File: src/rtl/touch_event_filter_if.sv
// Wishbone B3 slave bundle for the touch event queue.
interface touch_event_filter_if;
  logic        wb_cyc_i;
  logic        wb_stb_i;
  logic        wb_we_i;
  logic [3:0]  wb_adr_i;
  logic [31:0] wb_dat_i;
  logic [31:0] wb_dat_o;
  logic        wb_ack_o;

  modport master (
    output wb_cyc_i, wb_stb_i, wb_we_i, wb_adr_i, wb_dat_i,
    input  wb_dat_o, wb_ack_o
  );

  modport slave (
    input  wb_cyc_i, wb_stb_i, wb_we_i, wb_adr_i, wb_dat_i,
    output wb_dat_o, wb_ack_o
  );
endinterface

File: src/rtl/touch_event_filter.sv
// Touch sample filter: settle discard, box averaging, PRESS/MOVE/RELEASE
// classification and a Wishbone-readable event FIFO with level interrupt.
module touch_event_filter #(
  parameter int DISCARD        = 2,
  parameter int AVG_LOG2       = 2,
  parameter int MOVE_THRESH    = 8,
  parameter int RELEASE_CYCLES = 500_000,
  parameter int FIFO_DEPTH     = 8
) (
  input  logic                 iCLK,
  input  logic                 iRST_n,
  input  logic                 iTOUCH_IRQ,
  input  logic [11:0]          iX_COORD,
  input  logic [11:0]          iY_COORD,
  input  logic                 iTOUCH,
  touch_event_filter_if.slave  wb,
  output logic                 oIRQ,
  output logic                 oPEN
);

  localparam int ACC_W  = 12 + AVG_LOG2;
  localparam int AVG_N  = 1 << AVG_LOG2;
  localparam int SAMP_W = AVG_LOG2 + 1;
  localparam int DISC_W = $clog2(DISCARD + 2);
  localparam int REL_W  = $clog2(RELEASE_CYCLES + 1);
  localparam int PTR_W  = $clog2(FIFO_DEPTH);
  localparam int CNT_W  = PTR_W + 1;

  localparam logic [1:0] EV_PRESS   = 2'b01;
  localparam logic [1:0] EV_MOVE    = 2'b10;
  localparam logic [1:0] EV_RELEASE = 2'b11;

  typedef enum logic [1:0] {
    S_IDLE     = 2'd0,
    S_SETTLE   = 2'd1,
    S_ACCUM    = 2'd2,
    S_REL_WAIT = 2'd3
  } state_t;

  typedef logic [25:0] ev_t;

  function automatic ev_t make_event(input logic [1:0] kind, input logic [11:0] x,
                                     input logic [11:0] y);
    return {kind, x, y};
  endfunction

  function automatic logic [12:0] abs_diff(input logic [11:0] a, input logic [11:0] b);
    logic [12:0] d;
    d = {1'b0, a} - {1'b0, b};
    return d[12] ? (~d + 13'd1) : d;
  endfunction

  state_t              state_q, state_d;
  logic [DISC_W-1:0]   disc_q, disc_d;
  logic [SAMP_W-1:0]   samp_q, samp_d;
  logic [ACC_W-1:0]    acc_x_q, acc_x_d, acc_y_q, acc_y_d;
  logic [REL_W-1:0]    rel_q, rel_d;
  logic                pressed_q, pressed_d;
  logic [11:0]         last_x_q, last_x_d, last_y_q, last_y_d;
  logic                ev_valid_q, ev_valid_d;
  ev_t                 ev_data_q, ev_data_d;
  ev_t                 fifo_q [FIFO_DEPTH];
  ev_t                 fifo_d [FIFO_DEPTH];
  logic [PTR_W-1:0]    wr_ptr_q, wr_ptr_d, rd_ptr_q, rd_ptr_d;
  logic [CNT_W-1:0]    count_q, count_d;
  logic                overflow_q, overflow_d;
  logic                irq_en_q, irq_en_d;
  logic                ack_q, ack_d;
  logic [31:0]         dat_o_q, dat_o_d;
  logic                pop_pend_q, pop_pend_d;
  logic                ctrl_pend_q, ctrl_pend_d;
  logic [2:0]          ctrl_bits_q, ctrl_bits_d;
  logic                irq_q, irq_d;
  logic                pen_q, pen_d;

  logic [ACC_W-1:0]    sum_x_s, sum_y_s;
  logic [11:0]         avg_x_s, avg_y_s;
  logic                move_s;
  logic                req_s, do_pop_s, flush_s, full_s, push_ok_s;
  logic                unused_s;

  assign unused_s = ^{wb.wb_dat_i[31:3], wb.wb_adr_i[1:0]};

  assign sum_x_s = acc_x_q + ACC_W'(iX_COORD);
  assign sum_y_s = acc_y_q + ACC_W'(iY_COORD);
  assign avg_x_s = 12'(sum_x_s >> AVG_LOG2);
  assign avg_y_s = 12'(sum_y_s >> AVG_LOG2);
  assign move_s  = (abs_diff(avg_x_s, last_x_q) > 13'(MOVE_THRESH)) ||
                   (abs_diff(avg_y_s, last_y_q) > 13'(MOVE_THRESH));

  // Next-state logic: touch FSM, event classifier, FIFO and bus slave.
  always_comb begin
    state_d     = state_q;
    disc_d      = disc_q;
    samp_d      = samp_q;
    acc_x_d     = acc_x_q;
    acc_y_d     = acc_y_q;
    rel_d       = rel_q;
    pressed_d   = pressed_q;
    last_x_d    = last_x_q;
    last_y_d    = last_y_q;
    ev_valid_d  = 1'b0;
    ev_data_d   = ev_data_q;
    fifo_d      = fifo_q;
    wr_ptr_d    = wr_ptr_q;
    rd_ptr_d    = rd_ptr_q;
    count_d     = count_q;
    overflow_d  = overflow_q;
    irq_en_d    = irq_en_q;
    dat_o_d     = dat_o_q;
    pop_pend_d  = 1'b0;
    ctrl_pend_d = 1'b0;
    ctrl_bits_d = ctrl_bits_q;
    push_ok_s   = 1'b0;

    case (state_q)
      S_IDLE: begin
        if (iTOUCH) begin
          state_d = S_SETTLE;
          disc_d  = '0;
        end else begin
          state_d = S_IDLE;
        end
      end
      S_SETTLE, S_ACCUM: begin
        if (!iTOUCH) begin
          // Pen lifted: partial average is thrown away.
          state_d = S_REL_WAIT;
          rel_d   = '0;
          acc_x_d = '0;
          acc_y_d = '0;
          samp_d  = '0;
        end else if (iTOUCH_IRQ && (state_q == S_SETTLE)) begin
          if (32'(disc_q) + 32'd1 >= 32'(DISCARD)) begin
            state_d = S_ACCUM;
            disc_d  = '0;
            acc_x_d = '0;
            acc_y_d = '0;
            samp_d  = '0;
          end else begin
            disc_d = disc_q + DISC_W'(1);
          end
        end else if (iTOUCH_IRQ) begin
          if (samp_q == SAMP_W'(AVG_N - 1)) begin
            acc_x_d = '0;
            acc_y_d = '0;
            samp_d  = '0;
            if (!pressed_q) begin
              ev_valid_d = 1'b1;
              ev_data_d  = make_event(EV_PRESS, avg_x_s, avg_y_s);
              pressed_d  = 1'b1;
              last_x_d   = avg_x_s;
              last_y_d   = avg_y_s;
            end else if (move_s) begin
              ev_valid_d = 1'b1;
              ev_data_d  = make_event(EV_MOVE, avg_x_s, avg_y_s);
              last_x_d   = avg_x_s;
              last_y_d   = avg_y_s;
            end else begin
              ev_valid_d = 1'b0;
            end
          end else begin
            acc_x_d = sum_x_s;
            acc_y_d = sum_y_s;
            samp_d  = samp_q + SAMP_W'(1);
          end
        end else begin
          state_d = state_q;
        end
      end
      S_REL_WAIT: begin
        if (iTOUCH) begin
          state_d = S_SETTLE;
          disc_d  = '0;
        end else if (32'(rel_q) + 32'd1 >= 32'(RELEASE_CYCLES)) begin
          state_d    = S_IDLE;
          rel_d      = '0;
          pressed_d  = 1'b0;
          ev_valid_d = pressed_q;
          ev_data_d  = make_event(EV_RELEASE, last_x_q, last_y_q);
        end else begin
          rel_d = rel_q + REL_W'(1);
        end
      end
      default: begin
        state_d = S_IDLE;
      end
    endcase

    // Read data is captured at the request; pops and CTRL writes commit on ack.
    req_s = wb.wb_cyc_i & wb.wb_stb_i & ~ack_q;
    ack_d = req_s;
    if (req_s && !wb.wb_we_i) begin
      case (wb.wb_adr_i[3:2])
        2'd0: dat_o_d = {15'd0, irq_en_q, 6'd0, pressed_q, overflow_q, 4'd0, 4'(count_q)};
        2'd1: begin
          if (count_q != '0) begin
            dat_o_d    = {6'd0, fifo_q[rd_ptr_q]};
            pop_pend_d = 1'b1;
          end else begin
            dat_o_d = 32'd0;
          end
        end
        2'd2:    dat_o_d = {31'd0, irq_en_q};
        default: dat_o_d = 32'd0;
      endcase
    end else if (req_s) begin
      dat_o_d     = 32'd0;
      ctrl_pend_d = (wb.wb_adr_i[3:2] == 2'd2);
      ctrl_bits_d = wb.wb_dat_i[2:0];
    end else begin
      dat_o_d = dat_o_q;
    end

    do_pop_s = ack_q & pop_pend_q;
    flush_s  = ack_q & ctrl_pend_q & ctrl_bits_q[2];
    full_s   = (count_q == CNT_W'(FIFO_DEPTH));

    if (ack_q && ctrl_pend_q) begin
      irq_en_d = ctrl_bits_q[0];
      if (ctrl_bits_q[1]) begin
        overflow_d = 1'b0;
      end else begin
        overflow_d = overflow_q;
      end
    end else begin
      irq_en_d = irq_en_q;
    end

    if (flush_s) begin
      wr_ptr_d = '0;
      rd_ptr_d = '0;
      count_d  = '0;
    end else begin
      push_ok_s = ev_valid_q & (~full_s | do_pop_s);
      if (ev_valid_q && full_s && !do_pop_s) begin
        overflow_d = 1'b1;
      end else begin
        overflow_d = overflow_d;
      end
      if (push_ok_s) begin
        fifo_d[wr_ptr_q] = ev_data_q;
        wr_ptr_d         = wr_ptr_q + PTR_W'(1);
      end else begin
        wr_ptr_d = wr_ptr_q;
      end
      if (do_pop_s) begin
        rd_ptr_d = rd_ptr_q + PTR_W'(1);
      end else begin
        rd_ptr_d = rd_ptr_q;
      end
      count_d = count_q + CNT_W'(push_ok_s) - CNT_W'(do_pop_s);
    end

    irq_d = irq_en_d & (count_d != '0);
    pen_d = pressed_d;
  end

  // State register with synchronous active-low reset.
  always_ff @(posedge iCLK) begin
    if (!iRST_n) begin
      state_q     <= S_IDLE;
      disc_q      <= '0;
      samp_q      <= '0;
      acc_x_q     <= '0;
      acc_y_q     <= '0;
      rel_q       <= '0;
      pressed_q   <= 1'b0;
      last_x_q    <= 12'd0;
      last_y_q    <= 12'd0;
      ev_valid_q  <= 1'b0;
      ev_data_q   <= '0;
      fifo_q      <= '{default: '0};
      wr_ptr_q    <= '0;
      rd_ptr_q    <= '0;
      count_q     <= '0;
      overflow_q  <= 1'b0;
      irq_en_q    <= 1'b0;
      ack_q       <= 1'b0;
      dat_o_q     <= 32'd0;
      pop_pend_q  <= 1'b0;
      ctrl_pend_q <= 1'b0;
      ctrl_bits_q <= 3'd0;
      irq_q       <= 1'b0;
      pen_q       <= 1'b0;
    end else begin
      state_q     <= state_d;
      disc_q      <= disc_d;
      samp_q      <= samp_d;
      acc_x_q     <= acc_x_d;
      acc_y_q     <= acc_y_d;
      rel_q       <= rel_d;
      pressed_q   <= pressed_d;
      last_x_q    <= last_x_d;
      last_y_q    <= last_y_d;
      ev_valid_q  <= ev_valid_d;
      ev_data_q   <= ev_data_d;
      fifo_q      <= fifo_d;
      wr_ptr_q    <= wr_ptr_d;
      rd_ptr_q    <= rd_ptr_d;
      count_q     <= count_d;
      overflow_q  <= overflow_d;
      irq_en_q    <= irq_en_d;
      ack_q       <= ack_d;
      dat_o_q     <= dat_o_d;
      pop_pend_q  <= pop_pend_d;
      ctrl_pend_q <= ctrl_pend_d;
      ctrl_bits_q <= ctrl_bits_d;
      irq_q       <= irq_d;
      pen_q       <= pen_d;
    end
  end

  assign wb.wb_ack_o = ack_q;
  assign wb.wb_dat_o = dat_o_q;
  assign oIRQ        = irq_q;
  assign oPEN        = pen_q;

endmodule

File: src/flat_wrapper.sv
// flat-port wrapper written by rule: the top's interface ports become plain ports
module touch_event_filter_flat 
#(
  parameter int DISCARD        = 2,
  parameter int AVG_LOG2       = 2,
  parameter int MOVE_THRESH    = 8,
  parameter int RELEASE_CYCLES = 500_000,
  parameter int FIFO_DEPTH     = 8
)
  (iCLK, iRST_n, iTOUCH_IRQ, iX_COORD, iY_COORD, iTOUCH, oIRQ, oPEN, wb_wb_cyc_i, wb_wb_stb_i, wb_wb_we_i, wb_wb_adr_i, wb_wb_dat_i, wb_wb_dat_o, wb_wb_ack_o);
  touch_event_filter_if wb_i ();
  input  logic iCLK;
  input  logic iRST_n;
  input  logic iTOUCH_IRQ;
  input  logic [11:0] iX_COORD;
  input  logic [11:0] iY_COORD;
  input  logic iTOUCH;
  output logic oIRQ;
  output logic oPEN;
  input wire logic [$bits(wb_i.wb_cyc_i)-1:0] wb_wb_cyc_i;
  input wire logic [$bits(wb_i.wb_stb_i)-1:0] wb_wb_stb_i;
  input wire logic [$bits(wb_i.wb_we_i)-1:0] wb_wb_we_i;
  input wire logic [$bits(wb_i.wb_adr_i)-1:0] wb_wb_adr_i;
  input wire logic [$bits(wb_i.wb_dat_i)-1:0] wb_wb_dat_i;
  output wire logic [$bits(wb_i.wb_dat_o)-1:0] wb_wb_dat_o;
  output wire logic [$bits(wb_i.wb_ack_o)-1:0] wb_wb_ack_o;
  assign wb_i.wb_cyc_i = wb_wb_cyc_i;
  assign wb_i.wb_stb_i = wb_wb_stb_i;
  assign wb_i.wb_we_i = wb_wb_we_i;
  assign wb_i.wb_adr_i = wb_wb_adr_i;
  assign wb_i.wb_dat_i = wb_wb_dat_i;
  assign wb_wb_dat_o = wb_i.wb_dat_o;
  assign wb_wb_ack_o = wb_i.wb_ack_o;
  touch_event_filter #(.DISCARD(DISCARD), .AVG_LOG2(AVG_LOG2), .MOVE_THRESH(MOVE_THRESH), .RELEASE_CYCLES(RELEASE_CYCLES), .FIFO_DEPTH(FIFO_DEPTH)) u_core (.iCLK(iCLK), .iRST_n(iRST_n), .iTOUCH_IRQ(iTOUCH_IRQ), .iX_COORD(iX_COORD), .iY_COORD(iY_COORD), .iTOUCH(iTOUCH), .wb(wb_i), .oIRQ(oIRQ), .oPEN(oPEN));
endmodule
File: config.mk
export PLATFORM = sky130hd
export DESIGN_NAME = touch_event_filter_flat
export DESIGN_NICKNAME = d
export VERILOG_FILES = /design/src/rtl/touch_event_filter_if.sv /design/src/rtl/touch_event_filter.sv /design/src/flat_wrapper.sv
export SDC_FILE = /design/constraint.sdc
export NUM_CORES = 1
export LEC_CHECK = 0
export ABC_AREA = 1
export ABC_CLOCK_PERIOD_IN_PS = 10000
export CORE_ASPECT_RATIO = 1.5
export CORE_MARGIN = 2
export CORE_UTILIZATION = 60
export DETAILED_ROUTE_END_ITERATION = 16
export PLACE_DENSITY = 0.8
export SETUP_SLACK_MARGIN = 0.02
export SYNTH_ARGS = -nofsm -noshare
export SYNTH_HDL_FRONTEND = slang
export SYNTH_SLANG_ARGS = --single-unit
File: constraint.sdc
create_clock -name iCLK -period 10 [get_ports iCLK]
set_clock_uncertainty 0.1 [all_clocks]
set_input_delay 1.5 -clock iCLK [delete_from_list [all_inputs] [get_ports iCLK]]
set_output_delay 1.5 -clock iCLK [all_outputs]
set_load 0.005 [all_outputs]
==> results.txt, run 1 <==
----------------------------------------------------
[Logic synthesis]
  Top post-synthesis cells by area ... dfxtp_1 38%, a21oi_1 12%, o21ai_0 9.6%, nand2_1 9.4%, inv_1 7.9%
  Yosys cell types ... 50
  Top cell type's share of synthesized area ... 37.7%
  Async set or reset register ratio after synthesis ... 0%
  Mapped cell area ... roughly 19000 µm²
  Number of enable flip-flop cells after synthesis ... 0
  Sequential area share after synthesis ... a little under two fifths
  Cell count after synthesis ... roughly 2800
  Cell type contributing the most total cell area after synthesis ... dfxtp_1
  Number of synthesized register bits ... roughly 360
  Post-synth top flop ... dfxtp_1
  Synthesis warning total ... 0
  Average cell area after synthesis ... ~6.8 µm²

[Clock network]
  Resized Gates After CTS ... 0
  Post-CTS setup buffer count ... 0
  Clock buffer count from CTS ... 35
  H-tree depth reported by CTS ... 2
  Root Buffer Master ... clkbuf_16
  Max Buffers Root-to-Sink ... 3
  Number of buffers inserted by hold repair at cts ... 0
  CTS sink count ... 359
  Worst-path clk slew ... 0.06 ns
  Latest clock arrival within the worst-skew pair ... about 0.54 ns
  TritonCTS clock tree ... done

[GRT]
  Number of antenna violations at the first check in global routing ... 0
  Via count of the first global-routing pass ... 16600
  Global-route wire length before repair ... ~81000 µm
  Total global-route track usage ... between 20% and 30%
  Sum of overflow across all layers after global routing ... 0
  Maximum number of pins on one net before global-route repair ... about 120

[Die]
  Die Outline Area ... approximately 33000 µm²
  Starting density of the core ... 60.5%
  Die H ... between 200 and 250 µm
  Boundary Pins ... about 100
  Core ar. ... 31500 µm²
  Cell row count ... 80
  Die width ... 150 µm

[Routing]
  Post-Route WL ... around 50000 µm
  First DRT Iteration DRCs ... 1226
  Vias after detailed routing ... 17700
  Average routed wire per standard cell ... around 15 µm
  Number of detailed-routing iterations run before antenna repair ... 5
  Number of remaining DRC errors ... 0
  Post-detailed-route count of antenna-violating nets ... 0
  Vias/cell ... approximately 5.5

[Placed design]
  Port Buffer Count ... 64
  RePlAce Congestion ... between 0.9 and 1
  Detailed placer's ending HPWL ... 32300 µm

[Timing]
  Measured slew at the worst slew-check pin ... roughly 1.1 ns
  Final count of pins violating max slew ... 0
  TNS Setup ... 0 ns
  Worst slew margin relative to its limit ... 25.7%
  Number of endpoints failing setup at the final stage ... 0
  Final period demand of the worst path ... approximately 6.5 ns
  RSZ-0062 raised after global routing ... no
  Part of the cycle the worst path needs ... around 65%
  Final hold violations ... 0
  Highest achievable clock rate ... about 150 MHz

[Worst setup path]
  Arrival time worst endpoint ... 6.78 ns
  Critical Path Start Type ... input pin
  Critical path class ... in2reg
  Largest delay contributor family on the critical path ... simple AND/OR/NAND/NOR gates
  Highest-delay cell along the critical path ... clkdlybuf4s50_1
  FF-to-FF path depth ... 29
  CP Capture Type ... flop
  Max FO, Critical Path ... 31
  CP required ... approximately 10 ns
  Biggest cell delay along the critical path ... 0.45 ns
  Register-to-register setup slack ... 4.68 ns
  Most frequent CP cell ... nand2_1
  Buf+Inv Stages, Crit Path ... 3
  Critical Path Stages ... 30

[Final layout]
  Post-layout nets ... around 2900
  Most common cell after layout, fill and taps aside ... nand2_1
  Area Overhead vs Synth ... 9.62%
  Number of inserted diodes ... 0
  Fraction of final layout cells with drive strength greater than 1 ... approximately 5.4%
  Highest-count cells in the layout ignoring fill and taps ... 477 x nand2_1, 447 x a21oi_1, 401 x inv_1
  Post-layout utilization of the core ... about two thirds

[Power and ir drop]
  Max IR drop VDD ... between 0.2 and 0.25 mV
  Relative contribution of sequential cells to total power ... a little over a third
  Clock network power share ... 29.0%
  Portion of total power attributed to combinational logic ... around 36%
  Cell internal power dissipation ... 2.85 mW
  Standby leakage power ... 8.16 nW
  Net switching share of the total power ... approximately two fifths
  Post-layout total power ... between 4 and 5 mW
  Net load switching power ... 1.83 mW
  Total power density per cell area ... 224 nW/µm²

[Min path]
  Min-Delay Path Depth ... 2
  Class of the tightest hold or removal check ... reg2reg

[Run]
  Number of max-cap violations ... 0

[Run status]
  Result of the run ... finished clean

----------------------------------------------------
-- sequential cells by signal, indices dropped and copies added, names as in the netlist, 2 cells and up --
register            flops
u_core.ctrl_bits_q      3
u_core.count_q          4
u_core.rel_q           19
u_core.last_x_q        12
u_core.acc_y_q         14
u_core.samp_q           3
u_core.acc_x_q         14
u_core.state_q          2
u_core.disc_q           2
u_core.wr_ptr_q         3
u_core.ev_data_q       26
u_core.rd_ptr_q         3
u_core.fifo_q         208
u_core.wb.wb_dat_o     26
u_core.last_y_q        12
-- cell type report --
type,count,area (µm²)
Tap cell,410,513
Clock inverter,12,163
Timing Repair Buffer,84,792
Fill cell,2804,10600
Clock buffer,50,1010
Multi-Input combinational cell,1871,9680
Sequential cell,359,7190
Inverter,418,1570
-- routing by layer --
layer  vias up  global-route usage, %  wire length, µm
li1       9025                      -                -
met1      8104                   34.3            19700
met2       444                   52.4            24500
met3       128                   3.66             2300
met4         0                   16.7             2820
met5         -                      0                0
-- per-stage QoR --
step,cells,setup WS (ns),hold slack [ns],cell area [µm²]
6_report,3204,3.55,0.339,20900
5_1_grt,3204,3.10,0.359,20900
4_1_cts,3204,3.63,0.339,20900
3_5_place_dp,3142,3.10,0.329,19700
3_3_place_gp,3142,3.16,0.324,19700
2_1_floorplan,2801,4.84,0.317,19100
-- power groups by stage --
stage / Combinational, mW / Clock [mW] / Sequential [mW]
2_1_floorplan: 1.32 / 0 / 1.62
3_3_place_gp: 1.61 / 0 / 1.67
3_5_place_dp: 1.65 / 0 / 1.67
4_1_cts: 1.66 / 1.38 / 1.64
5_1_grt: 1.90 / 1.43 / 1.66
6_report: 1.67 / 1.36 / 1.65
-- tightest hold or removal path, delay by kind of cell, from the launching register on --
kind,cells,cell delay (ns)
flops,1,0.31
simple gates,2,0.09
-- synth_stat cells, types with 5 or more instances --
master	n
dfxtp_1	359
nor3_1	9
buf_2	8
nor2_1	162
buf_6	6
nand2_1	477
inv_1	403
buf_4	10
nand2_2	23
nand4_1	19
nand3_1	140
ha_1	68
fa_1	6
a21oi_1	447
xor2_1	24
clkbuf_1	119
nor2_4	9
xnor2_1	11
a32o_1	6
a21oi_2	5
a31oi_1	5
o21ai_0	367
inv_2	12
o21ai_1	19
nand3_2	5
a211oi_1	6
nand3b_1	17
or2_2	6
buf_1	10
-- cells by family after synthesis --
family / after synthesis / share of synthesized area (%)
AOI/OAI and AO/OA: 872 / 23.5
xor gates and xnor gates: 35 / 1.61
adders and majority gates: 74 / 5.09
buffers and inverters: 571 / 11.7
DFF: 359 / 37.7
other: 1 / 0.0197
and+or+nand+nor: 884 / 20.4
-- worst paths after layout --
check / startpoint / endpoint
max: iX_COORD[2] / u_core.ev_data_q[0]$_SDFFE_PN0P_
min: u_core.samp_q[2]$_SDFFE_PN0P_ / u_core.samp_q[2]$_SDFFE_PN0P_
max reg2reg: u_core.acc_x_q[2]$_SDFFE_PN0P_ / u_core.ev_data_q[0]$_SDFFE_PN0P_
min reg2reg: u_core.samp_q[2]$_SDFFE_PN0P_ / u_core.samp_q[2]$_SDFFE_PN0P_
Note: power is estimated with default switching activity, not from simulation.
==> inputs of run 2 (changes only) <==
- ABC_CLOCK_PERIOD_IN_PS: 10000 -> 6000
- clock period: 10 -> 6 ns (I/O delays scaled with it)
==> run 2 against run 1 <==
Global-route usage increased by 0.25 points. Worst hold slack got worse by 0.0042 ns. Cell count increased by 0.37%. Sequential cell count unchanged. Core utilization increased by 0.23 points. Power increased by 67%. Non-clock buffer count increased by 12. Sequential share of layout area decreased by 0.12 points. First-iteration DRC count increased by 4.2%. Via count increased by 1.3%. Largest cell class unchanged.
==> results.txt, run 2 (synthesis results as in run 1) <==
----------------------------------------------------
[Run status]
  Result of the run ... finished clean

[Clock network]
  Latest clock arrival within the worst-skew pair ... 0.54 ns (about the same)
  Root Buffer Master ... clkbuf_16
  TritonCTS clock tree ... done
  Clock buffer count from CTS ... 35 (unchanged)
  H-tree depth reported by CTS ... 2 (unchanged)
  Worst-path clk slew ... 0.06 ns (about the same)
  Number of buffers inserted by hold repair at cts ... 0 (unchanged)
  Resized Gates After CTS ... 0 (unchanged)
  Max Buffers Root-to-Sink ... 3 (unchanged)
  Post-CTS setup buffer count ... 0 (unchanged)
  CTS sink count ... 359 (unchanged)

[GRT]
  Total global-route track usage ... 29.9% (+0.25 points)
  Number of antenna violations at the first check in global routing ... 0 (unchanged)
  Maximum number of pins on one net before global-route repair ... 132 (+14%)
  Via count of the first global-routing pass ... 17000 (+2.5%)
  Global-route wire length before repair ... 81500 µm (+1.1%)
  Sum of overflow across all layers after global routing ... 0 (unchanged)

[Timing]
  Final count of pins violating max slew ... 0 (unchanged)
  Number of endpoints failing setup at the final stage ... 0 (unchanged)
  TNS Setup ... 0 ns (unchanged)
  Worst slew margin relative to its limit ... 23.7% (-2.0 points)
  Final period demand of the worst path ... roughly 5.2 ns
  Highest achievable clock rate ... approximately 190 MHz
  Measured slew at the worst slew-check pin ... 1.14 ns (+0.0302 ns)
  RSZ-0062 raised after global routing ... no
  Part of the cycle the worst path needs ... approximately 87%
  Final hold violations ... 0 (unchanged)

[Final layout]
  # fillers ... 2754 (-1.8%)
  Flip-flop count of the largest register, all copies and words added ... 208 (unchanged)
  Top reg by flops ... u_core.fifo_q
  Most common cell after layout, fill and taps aside ... nand2_1
  Area Overhead vs Synth ... 10.0%
  Highest-count cells in the layout ignoring fill and taps ... 477 x nand2_1, 447 x a21oi_1, 401 x inv_1
  Area taken by flip-flops and latches ... 7190 µm² (unchanged)
  Number of inserted diodes ... 0 (unchanged)
  Fraction of final layout cells with drive strength greater than 1 ... 5.81% (+0.37 points)
  Post-route cell area ... 21000 µm² (+0.35%)
  Post-layout nets ... 2922 (+0.41%)
  Area used by multi-input combinational logic ... 9680 µm² (unchanged)

[Die]
  Starting density of the core ... 60.5% (unchanged)
  Cell row count ... 80 (unchanged)
  Die width ... 150 µm (unchanged)
  Boundary Pins ... 102 (unchanged)
  Core ar. ... 31500 µm² (unchanged)
  Die Outline Area ... 33300 µm² (unchanged)
  Die H ... 222 µm (unchanged)

[Routing]
  Post-detailed-route count of antenna-violating nets ... 0 (unchanged)
  Vias/cell ... 5.57 (+0.89%)
  First DRT Iteration DRCs ... 1278 (+4.2%)
  Vias after detailed routing ... 17900 (+1.3%)
  Number of detailed-routing iterations run before antenna repair ... 6 (+1)
  Average routed wire per standard cell ... 15.5 µm (+0.78%)
  Post-Route WL ... 49900 µm (+1.2%)
  Number of remaining DRC errors ... 0 (unchanged)

[Worst setup path]
  Register-to-register setup slack ... 1.27 ns (-3.41 ns)
  Arrival time worst endpoint ... 5.58 ns (-1.20 ns)
  CP required ... 6.34 ns (-3.98 ns)
  CP Capture Type ... flop
  Critical path class ... in2reg
  Biggest cell delay along the critical path ... 0.42 ns (-0.03 ns)
  Highest-delay cell along the critical path ... fa_1
  Critical Path Start Type ... input pin
  FF-to-FF path depth ... 27 (-6.9%)
  Most frequent CP cell ... nand2_1
  Max FO, Critical Path ... 17 (-45%)

[Power and ir drop]
  Standby leakage power ... 8.21 nW (+0.63%)
  Max IR drop VDD ... 0.244 mV (+7.1%)
  Total power density per cell area ... 372 nW/µm² (+66%)

[Run]
  Number of max-cap violations ... 0 (unchanged)

[Min path]
  Class of the tightest hold or removal check ... reg2reg
  Min-Delay Path Depth ... 2 (unchanged)

[Placed design]
  RePlAce Congestion ... 0.967 (+5.5%)
  Detailed placer's ending HPWL ... 32700 µm (+1.1%)
  Cell Area, Placed ... 19800 µm² (+0.46%)
  Port Buffer Count ... 64 (unchanged)

----------------------------------------------------
[run 2: cell types whose count changed in the layout (fill, tap and decap cells not counted), sizes merged]
cell / before / now
buf: 21 / 33
[run 2: area by class of cell]
class	instances	area share (%)
Tap cell	410	2.44
Inverter	418	7.47
Clock inverter	12	0.739
Multi-Input combinational cell	1871	46.1
Timing Repair Buffer	96	4.20
Sequential cell	359	34.3
Clock buffer	50	4.78
[run 2: report_power, final]
| group | total [mW] | internal, mW | leakage [nW] | switching, mW |
|---|---|---|---|---|
| clock | 2.23 | 1.30 | 0.564 | 0.931 |
| sequential | 2.78 | 2.52 | 2.90 | 0.258 |
| combinational | 2.80 | 0.948 | 4.75 | 1.85 |
[run 2: routing by layer]
layer | vias to the layer above | part of all wire [%] | track usage [%]
met5 | - | 0 | 0
met4 | 0 | 6.0 | 17.1
met3 | 147 | 5.2 | 3.47
met2 | 540 | 49 | 53.0
met1 | 8175 | 40 | 34.4
li1 | 9064 | - | -
[run 2: path summary, 6_finish.rpt]
kind | startpoint | to
worst max-delay path | iY_COORD[0] | u_core.ev_data_q[7]$_SDFFE_PN0P_
worst min-delay path | u_core.samp_q[2]$_SDFFE_PN0P_ | u_core.samp_q[2]$_SDFFE_PN0P_
worst max register to register | u_core.acc_y_q[0]$_SDFFE_PN0P_ | u_core.ev_data_q[7]$_SDFFE_PN0P_
worst min register to register | u_core.samp_q[2]$_SDFFE_PN0P_ | u_core.samp_q[2]$_SDFFE_PN0P_
[run 2: critical path, delay by kind of cell]
kind,cells,cell delay (ns)
buffers and inverters,5,0.94
AO/OA/AOI/OAI,3,0.62
AND/OR/NAND/NOR,17,2.07
adder cells (fa/ha/maj),3,1.04
[run 2: through the flow]
step	hold WS (ns)	util, %	power [mW]	setup WS, ns	instances
floorplan	0.317	-	4.91	1.44	2801
global placement	0.325	62.9	5.51	0.408	3154
detailed placement	0.328	62.9	5.58	0.302	3154
CTS	0.338	66.6	7.82	0.785	3216
global route	0.355	66.6	8.33	0.333	3216
finish	0.335	66.6	7.81	0.760	3216
==> inputs of run 3 (changes only) <==
- HOLD_SLACK_MARGIN: default -> 0.05
==> results of run 3 <==
No change in the layout: final DEF, timing and power equal those of run 2.
